<file path="src/rtl/pe_net_interface_pkg.sv">
// Shared NoC configuration: mesh geometry, timestamp width and the packet payload.
package pe_net_interface_pkg;

  localparam int unsigned X_NODES = 4;
  localparam int unsigned Y_NODES = 4;
  localparam int unsigned NODES   = X_NODES * Y_NODES;
  localparam int unsigned ID_W    = $clog2(NODES);
  localparam int unsigned TS_W    = 16;
  localparam int unsigned DATA_W  = 32;

  typedef struct packed {
    logic [ID_W-1:0]   source;
    logic [ID_W-1:0]   dest;
    logic [TS_W-1:0]   timestamp;
    logic [DATA_W-1:0] data;
  } packet_t;

  // The router's free-slot count lags one cycle, so a single slot is only safe if we did not just inject.
  function automatic logic credit_ok(input logic [3:0] en, input logic inj);
    return (en >= 4'd2) || ((en == 4'd1) && !inj);
  endfunction

endpackage

</file>
<file path="src/rtl/pe_net_interface_fifo.sv">
// Synchronous packet FIFO with pointer-wrap full/empty detection; no bypass path.
module pkt_fifo
  import pe_net_interface_pkg::*;
#(
  parameter int unsigned DEPTH = 8
) (
  input  logic    clk,
  input  logic    reset,
  input  logic    i_push,
  input  packet_t i_data,
  input  logic    i_pop,
  output packet_t o_data,
  output logic    o_full,
  output logic    o_empty
);

  localparam int unsigned AW = (DEPTH > 1) ? $clog2(DEPTH) : 1;
  localparam logic [AW:0] PTR_ONE = (AW+1)'(1);

  packet_t     r_mem [DEPTH];
  logic [AW:0] r_wr_ptr;
  logic [AW:0] r_rd_ptr;
  logic        w_push;
  logic        w_pop;

  assign w_push  = i_push && !o_full;
  assign w_pop   = i_pop && !o_empty;
  assign o_empty = (r_wr_ptr == r_rd_ptr);
  assign o_full  = (r_wr_ptr[AW] != r_rd_ptr[AW]) && (r_wr_ptr[AW-1:0] == r_rd_ptr[AW-1:0]);
  assign o_data  = r_mem[r_rd_ptr[AW-1:0]];

  always_ff @(posedge clk or posedge reset) begin
    if (reset) begin
      r_wr_ptr <= '0;
      r_rd_ptr <= '0;
    end else begin
      if (w_push) r_wr_ptr <= r_wr_ptr + PTR_ONE;
      if (w_pop)  r_rd_ptr <= r_rd_ptr + PTR_ONE;
    end
  end

  // Storage is not reset; the pointers alone define what is valid.
  always_ff @(posedge clk) begin
    if (w_push) r_mem[r_wr_ptr[AW-1:0]] <= i_data;
  end

endmodule

</file>
<file path="src/rtl/pe_net_interface.sv">
// PE-to-router local-port adapter: credit-gated TX injection from a FIFO, registered RX with statistics.
module pe_net_interface
  import pe_net_interface_pkg::*;
#(
  parameter int unsigned NODE_ID    = 0,
  parameter int unsigned FIFO_DEPTH = 8,
  parameter int unsigned CNT_W      = 32
) (
  input  logic             clk,
  input  logic             reset,
  input  packet_t          i_pe_pkt,
  input  logic             i_pe_valid,
  output logic             o_pe_ready,
  output packet_t          o_net_data,
  output logic             o_net_data_val,
  input  logic [3:0]       i_net_en,
  input  packet_t          i_net_data,
  input  logic             i_net_data_val,
  output packet_t          o_rx_pkt,
  output logic             o_rx_valid,
  output logic [CNT_W-1:0] o_tx_count,
  output logic [CNT_W-1:0] o_rx_count,
  output logic [CNT_W-1:0] o_lat_sum,
  output logic             o_misroute
);

  logic [TS_W-1:0]  r_cycle;
  logic             r_inj;
  logic [CNT_W-1:0] r_tx_count;
  logic [CNT_W-1:0] r_rx_count;
  logic [CNT_W-1:0] r_lat_sum;
  logic             r_misroute;
  logic             r_rx_valid;
  packet_t          r_rx_pkt;

  packet_t          w_push_pkt;
  packet_t          w_head;
  logic             w_push;
  logic             w_full;
  logic             w_empty;
  logic [TS_W-1:0]  w_lat;

  assign o_pe_ready     = !w_full && !reset;
  assign w_push         = i_pe_valid && o_pe_ready;
  assign o_net_data_val = !w_empty && credit_ok(i_net_en, r_inj);
  assign w_lat          = r_cycle - i_net_data.timestamp;

  assign o_tx_count = r_tx_count;
  assign o_rx_count = r_rx_count;
  assign o_lat_sum  = r_lat_sum;
  assign o_misroute = r_misroute;
  assign o_rx_valid = r_rx_valid;
  assign o_rx_pkt   = r_rx_pkt;

  // Source is stamped on entry, injection time on exit.
  always_comb begin
    w_push_pkt        = i_pe_pkt;
    w_push_pkt.source = ID_W'(NODE_ID);
    o_net_data        = '0;
    if (o_net_data_val) begin
      o_net_data           = w_head;
      o_net_data.timestamp = r_cycle;
    end
  end

  pkt_fifo #(
    .DEPTH (FIFO_DEPTH)
  ) u_fifo (
    .clk     (clk),
    .reset   (reset),
    .i_push  (w_push),
    .i_data  (w_push_pkt),
    .i_pop   (o_net_data_val),
    .o_data  (w_head),
    .o_full  (w_full),
    .o_empty (w_empty)
  );

  always_ff @(posedge clk or posedge reset) begin
    if (reset) begin
      r_cycle    <= '0;
      r_inj      <= 1'b0;
      r_tx_count <= '0;
    end else begin
      r_cycle <= r_cycle + TS_W'(1);
      r_inj   <= o_net_data_val;
      if (o_net_data_val) r_tx_count <= r_tx_count + CNT_W'(1);
    end
  end

  // Misrouted packets are still counted; the flag is sticky until reset.
  always_ff @(posedge clk or posedge reset) begin
    if (reset) begin
      r_rx_pkt   <= '0;
      r_rx_valid <= 1'b0;
      r_rx_count <= '0;
      r_lat_sum  <= '0;
      r_misroute <= 1'b0;
    end else begin
      r_rx_valid <= i_net_data_val;
      if (i_net_data_val) begin
        r_rx_pkt   <= i_net_data;
        r_rx_count <= r_rx_count + CNT_W'(1);
        r_lat_sum  <= r_lat_sum + CNT_W'(w_lat);
        if (i_net_data.dest != ID_W'(NODE_ID)) r_misroute <= 1'b1;
      end
    end
  end

endmodule

</file>
<file path="config.mk">
export PLATFORM = sky130hd
export DESIGN_NAME = pe_net_interface
export DESIGN_NICKNAME = d
export VERILOG_FILES = /design/src/rtl/pe_net_interface_pkg.sv /design/src/rtl/pe_net_interface_fifo.sv /design/src/rtl/pe_net_interface.sv
export SDC_FILE = /design/constraint.sdc
export NUM_CORES = 1
export LEC_CHECK = 0
export ABC_AREA = 0
export BUFFER_PORTS_ARGS = -buffer_cell sky130_fd_sc_hd__buf_4
export CAP_MARGIN = 20
export CORE_MARGIN = 5
export CORE_UTILIZATION = 55
export CTS_BUF_LIST = sky130_fd_sc_hd__clkbuf_8
export CTS_CLUSTER_DIAMETER = 100
export DETAILED_ROUTE_END_ITERATION = 16
export PLACE_DENSITY = 0.74
export SLEW_MARGIN = 20
export SYNTH_ARGS = -nofsm -noshare
export SYNTH_HDL_FRONTEND = slang
export SYNTH_HIERARCHICAL = 1
export SYNTH_SLANG_ARGS = --single-unit
</file>
<file path="constraint.sdc">
create_clock -name clk -period 8.86 [get_ports clk]
set_input_delay 1.772 -clock clk [delete_from_list [all_inputs] [get_ports clk]]
set_output_delay 1.772 -clock clk [all_outputs]
set_load 0.01 [all_outputs]
</file>
==> results.json, run 1 <==
{
  "final_core_util_pct": 67.4,
  "cts.sinks": 499,
  "finalHoldViolations": 0,
  "slew_headroom_pct": 33.8,
  "cp_cell_sequence": "buf_4 -> xor2_2 -> or3_1 -> nor2_1 -> a21oi_4 -> buf_4 -> and2_1 -> buf_4",
  "critPathMaxStageDelay_ns": 0.76,
  "root_buffer": "clkbuf_8",
  "hold_depth": 1,
  "synth_warnings": 6,
  "grt_usage_pct": 21.7,
  "clkTransAtPathRegs_ns": 0.06,
  "post-route-drc-count": 0,
  "crit_type": "flip-flop to output port",
  "fin_crit_ns": 5.87,
  "areaGrowthSynthToFinish_pct": 21.1,
  "finalPower_w": 0.00740,
  "die_w_um": 208,
  "clock_path_buffers": 3,
  "fillCellCount": 2649,
  "port-buffer-count": 311,
  "htreeDepth": 3,
  "required_ns": 7.09,
  "cp.arrival_ns": 4.09,
  "swShare_pct": 31.8,
  "antenna_found_initial": 2,
  "grt_first_pass_wirelength_um": 73700,
  "drive_gt1_share_pct": 36.8,
  "power_density_nw_per_um2": 284,
  "grt_max_degree": 75,
  "worstSkewPairLatency_ns": 0.64,
  "fmax_mhz": 170,
  "tns_ns": 0,
  "skew_ns": 0.0289,
  "hpwl_um": 30700,
  "multiInputGateArea_sq_um": 7190,
  "seqPwrFrac_pct": 40.3,
  "grt_pass1_vias": 12838,
  "num_io_pins": 332,
  "wirelength_um": 46800,
  "cts_tree": "built",
  "via_per_inst": 5.42,
  "rr_worst_depth": 11,
  "row_count": 72,
  "cp-start-kind": "flip-flop",
  "synth_cells": 1312,
  "p_int_w": 0.00505,
  "min_to": "o_misroute",
  "hold_buffers": 0,
  "cts_setup_buffers": 0,
  "reg2reg_to": "o_tx_count[29]",
  "avgSynthCellArea_sq_um": 16.4,
  "post_cts_resized": 0,
  "leakagePower_nw": 10.6,
  "dpl_worst_slack_ns": 3.17,
  "ff_latch_area_sq_um": 14100,
  "num_antenna_cells": 0,
  "final_nets": 1867,
  "rsz0062_at_grt": "no",
  "first_iter_violations": 590,
  "cp_top_family": "buffers and inverters",
  "cts_made_buffers": 81,
  "ant_nets": 0,
  "fp.dieArea_sq_um": 43200,
  "hp-class": "flip-flop to flip-flop",
  "wl_per_cell_um": 20.5,
  "switchingPower_w": 0.00235,
  "via_count": 12387,
  "finalCritPeriodShare_pct": 66.2,
  "start_util_pct": 55.6,
  "core_sq_um": 38600,
  "setup_viol": 0,
  "path_max_fanout": 44,
  "max_cap_viol_count": 0,
  "die_h_um": 208,
  "pwr-share-clk_pct": 25.0,
  "critPathSlowestCell": "a21oi_4",
  "worstSetupEndpointType": "output port",
  "first_pass_iters": 5,
  "hp-start": "o_misroute",
  "final-max-slew-violation-count": 0,
  "worst_slew_pin_slew_ns": 0.991,
  "synthesis.area_sq_um": 21500,
  "r2r_slack_ns": 4.48,
  "peakVddDrop_mv": 0.240,
  "worstReg2RegStart": "u_fifo/r_rd_ptr[2]",
  "grt_overflow": 0,
  "pwr-share-comb_pct": 34.7,
  "layout_setup_ws_ns": 2.99,
  "crit_top_cell": "buf_4",
  "outcome": "completed",
  "routabilityCongestion": 0.867,
  "crit_buf_inv": 3
}
-- per-layer routing --
metal / part of all wire (%) / GRT usage (%) / vias to the layer above
li1: - / - / 5713
met1: 41 / 28.1 / 6215
met2: 51 / 36.9 / 397
met3: 6.7 / 5.17 / 60
met4: 1.8 / 6.30 / 2
met5: 0.028 / 0 / -
-- how the worst max path moves through the flow --
stage	start	endpoint	slack (ns)	depth (start not counted)
2_1_floorplan	reset	u_fifo/r_mem[4][0]	2.19	4
3_3_place_gp	i_net_data[32]	o_lat_sum[25]	3.20	17
3_5_place_dp	i_net_data[32]	o_lat_sum[25]	3.17	17
4_1_cts	u_fifo/r_rd_ptr[2]	o_net_data[26]	2.85	8
5_1_grt	u_fifo/r_rd_ptr[2]	o_net_data[26]	2.71	8
6_report	u_fifo/r_rd_ptr[2]	o_net_data[24]	2.99	8
-- power groups by stage --
stage | logic (W) | registers [W] | clock network [W]
after floorplan | 0.00175 | 0.00297 | 0
after global placement | 0.00258 | 0.00302 | 0
after detailed placement | 0.00259 | 0.00304 | 0
after CTS | 0.00261 | 0.00299 | 0.00191
after global routing | 0.00278 | 0.00303 | 0.00202
final | 0.00257 | 0.00299 | 0.00185
-- sequential cells by signal (all words and copies together) (netlist names), 4 cells and up --
register	flops
o_lat_sum	32
u_fifo/r_rd_ptr	4
o_tx_count	32
u_fifo/r_mem	320
o_rx_count	32
o_rx_pkt	56
u_fifo/r_wr_ptr	4
r_cycle	16
-- layout make-up --
cell class / count / area share [%]
sequential: 499 / 54.1
multi-input combinational: 768 / 27.6
timing repair buffer: 328 / 9.47
clock buffer: 89 / 4.70
tap: 518 / 2.49
clock inverter: 56 / 1.16
inverter: 29 / 0.437
-- placed cells by master, fill, tap and decap left out, types with 5 or more instances in the layout --
cell type	instances
buf_4	327
edfxtp_1	320
dfrtp_1	176
clkbuf_8	89
mux2_2	80
xnor2_1	80
mux4_2	75
and2_1	64
nand2_1	56
inv_1	51
nor2_1	50
xor2_1	42
ha_1	38
nand3_1	37
conb_1	32
mux2_4	31
and3_1	23
a21oi_1	21
clkinv_1	16
nand4_1	12
o21ai_0	11
clkinv_2	10
a21o_1	9
nand2b_1	8
nor3_1	8
and4_1	7
o211ai_1	5
mux4_1	5
-- through the flow --
step | std cells | cell area, sq um | hold slack [ns]
after floorplan | 1343 | 21600 | 0.468
after global placement | 2142 | 24500 | 0.456
after detailed placement | 2142 | 24500 | 0.457
after CTS | 2287 | 26000 | 0.471
after global routing | 2287 | 26000 | 0.478
final | 2287 | 26000 | 0.469
No activity file was read; power rests on OpenSTA's default activity.
==> run 2, diff against run 1 <==
==> constraint.sdc (replaced) <==
create_clock -name clk -period 6.12 [get_ports clk]
set_input_delay 1.224 -clock clk [delete_from_list [all_inputs] [get_ports clk]]
set_output_delay 1.224 -clock clk [all_outputs]
set_load 0.01 [all_outputs]
==> run 2 against run 1 <==
Effect of this change: register-to-register slack worse by 2.8 ns; highest routed layer is now met4; largest cell class unchanged; critical path depth decreased by 1; final area about the same; first-iteration DRC count rose by 3.9%; core utilization about the same.
==> results.json, run 2 (synthesis results as in run 1) <==
{
  "grt_max_degree": 72,
  "grt_overflow": 0,
  "grt_usage_pct": 22.0,
  "antenna_found_initial": 0,
  "die_h_um": 208,
  "clkTransAtPathRegs_ns": 0.06,
  "final_nets": 1868,
  "leakagePower_nw": 10.6,
  "power_density_nw_per_um2": 413,
  "worst_slew_pin_slew_ns": 0.957,
  "core_sq_um": 38600,
  "areaGrowthSynthToFinish_pct": 21.1,
  "cts_setup_buffers": 0,
  "dpl_worst_slack_ns": 0.918,
  "hpwl_um": 31200,
  "cp.arrival_ns": 3.58,
  "port-buffer-count": 311,
  "fin_crit_ns": 4.81,
  "via_per_inst": 5.46,
  "htreeDepth": 3,
  "cp_cell_sequence": "xor2_2 -> or3_1 -> nor2_1 -> a21oi_4 -> buf_12 -> and2_1 -> buf_4",
  "start_util_pct": 55.6,
  "rr_worst_depth": 17,
  "via_count": 12468,
  "first_pass_iters": 7,
  "cts.sinks": 499,
  "post-route-drc-count": 0,
  "hold_buffers": 0,
  "hold_depth": 1,
  "critPathSlowestCell": "dfrtp_4",
  "post_cts_resized": 0,
  "fmax_mhz": 208,
  "outcome": "completed",
  "critPathMaxStageDelay_ns": 0.85,
  "wl_per_cell_um": 20.9,
  "cts_made_buffers": 81,
  "clock_path_buffers": 3,
  "required_ns": 4.90,
  "first_iter_violations": 613,
  "grt_first_pass_wirelength_um": 74600,
  "worstSkewPairLatency_ns": 0.63,
  "num_antenna_cells": 0,
  "finalCritPeriodShare_pct": 78.6,
  "wirelength_um": 47700,
  "finalHoldViolations": 0,
  "peakVddDrop_mv": 0.285,
  "crit_buf_inv": 2,
  "tns_ns": 0,
  "setup_viol": 0,
  "final_common_cell": "buf_4",
  "final-max-slew-violation-count": 0,
  "rsz0062_at_grt": "no",
  "path_max_fanout": 46,
  "hp-class": "flip-flop to flip-flop",
  "cp_top_family": "flip-flops",
  "layout_setup_ws_ns": 1.31,
  "largest_register_ffs": 320,
  "max_cap_viol_count": 0,
  "cts_tree": "built",
  "ant_nets": 0,
  "skew_ns": 0.0231,
  "path_depth": 7,
  "root_buffer": "clkbuf_8",
  "fp.dieArea_sq_um": 43200,
  "num_io_pins": 332,
  "final_cell_mix": "buf_4, edfxtp_1, dfrtp_1, clkbuf_8",
  "crit_type": "flip-flop to output port",
  "row_count": 72,
  "cp-start-kind": "flip-flop",
  "die_w_um": 208,
  "routabilityCongestion": 0.852,
  "drive_gt1_share_pct": 36.8,
  "grt_pass1_vias": 12886,
  "worstSetupEndpointType": "output port",
  "slew_headroom_pct": 35.6
}
==> run 2: path summary, 6_finish.rpt <==
kind                       slack [ns]                 end          startpoint
setup / recovery                 1.31      o_net_data[31]  u_fifo/r_rd_ptr[1]
hold / removal                   0.47      o_tx_count[31]      o_tx_count[31]
setup reg to reg                 1.68       o_lat_sum[25]          r_cycle[0]
hold reg to reg                  0.47      o_tx_count[31]      o_tx_count[31]
max in group asynchronous        4.28       o_lat_sum[25]               reset
min in group asynchronous        0.60  u_fifo/r_wr_ptr[2]               reset
==> run 2: layout make-up <==
type / instances / area [sq um]
inverters: 29 / 114
repair buffers: 329 / 2490
clock buffers: 89 / 1220
multi-input cells: 768 / 7200
fillers: 2678 / 12600
well taps: 518 / 648
flip-flops and latches: 499 / 14100
clock inverters: 53 / 280
==> run 2: worst register-to-register path: stages (launching register included) <==
cell	delay, ns
dfrtp_1	0.39
inv_1	0.11
ha_1	0.22
fa_1	0.40
nor2b_1	0.12
o21ai_0	0.10
a21boi_1	0.19
o21ai_0	0.16
a211oi_1	0.54
nor2_1	0.12
ha_1	0.40
a21oi_1	0.18
o21ai_0	0.10
a31oi_1	0.33
o21ai_1	0.19
a41oi_1	0.45
nor3_1	0.14
xor2_1	0.16
==> run 2: power by group <==
group | internal (W) | switching [W] | total, W | leakage [nW]
Combinational | 0.00194 | 0.00184 | 0.00379 | 4.59
Clock | 0.00139 | 0.00128 | 0.00267 | 0.872
Sequential | 0.00399 | 0.000305 | 0.00429 | 5.13
Total | 0.00732 | 0.00343 | 0.0107 | 10.6
==> run 2: routing by layer <==
metal,up-vias,global-route usage (%),share of wire [%]
met2,389,37.3,51
met1,6299,28.6,41
met4,0,6.09,1.7
met5,-,0,0
met3,64,5.56,6.6
li1,5716,-,-
==> run 2: stage by stage <==
stage	util [%]	area [sq um]	hold WS, ns	instances	power [W]
after global placement	63.5	24500	0.457	2142	0.00813
after detailed placement	63.5	24500	0.465	2142	0.00820
after floorplan	-	21600	0.468	1343	0.00683
final	67.4	26000	0.473	2285	0.0107
after global routing	67.4	26000	0.498	2285	0.0113
after CTS	67.4	26000	0.476	2284	0.0109
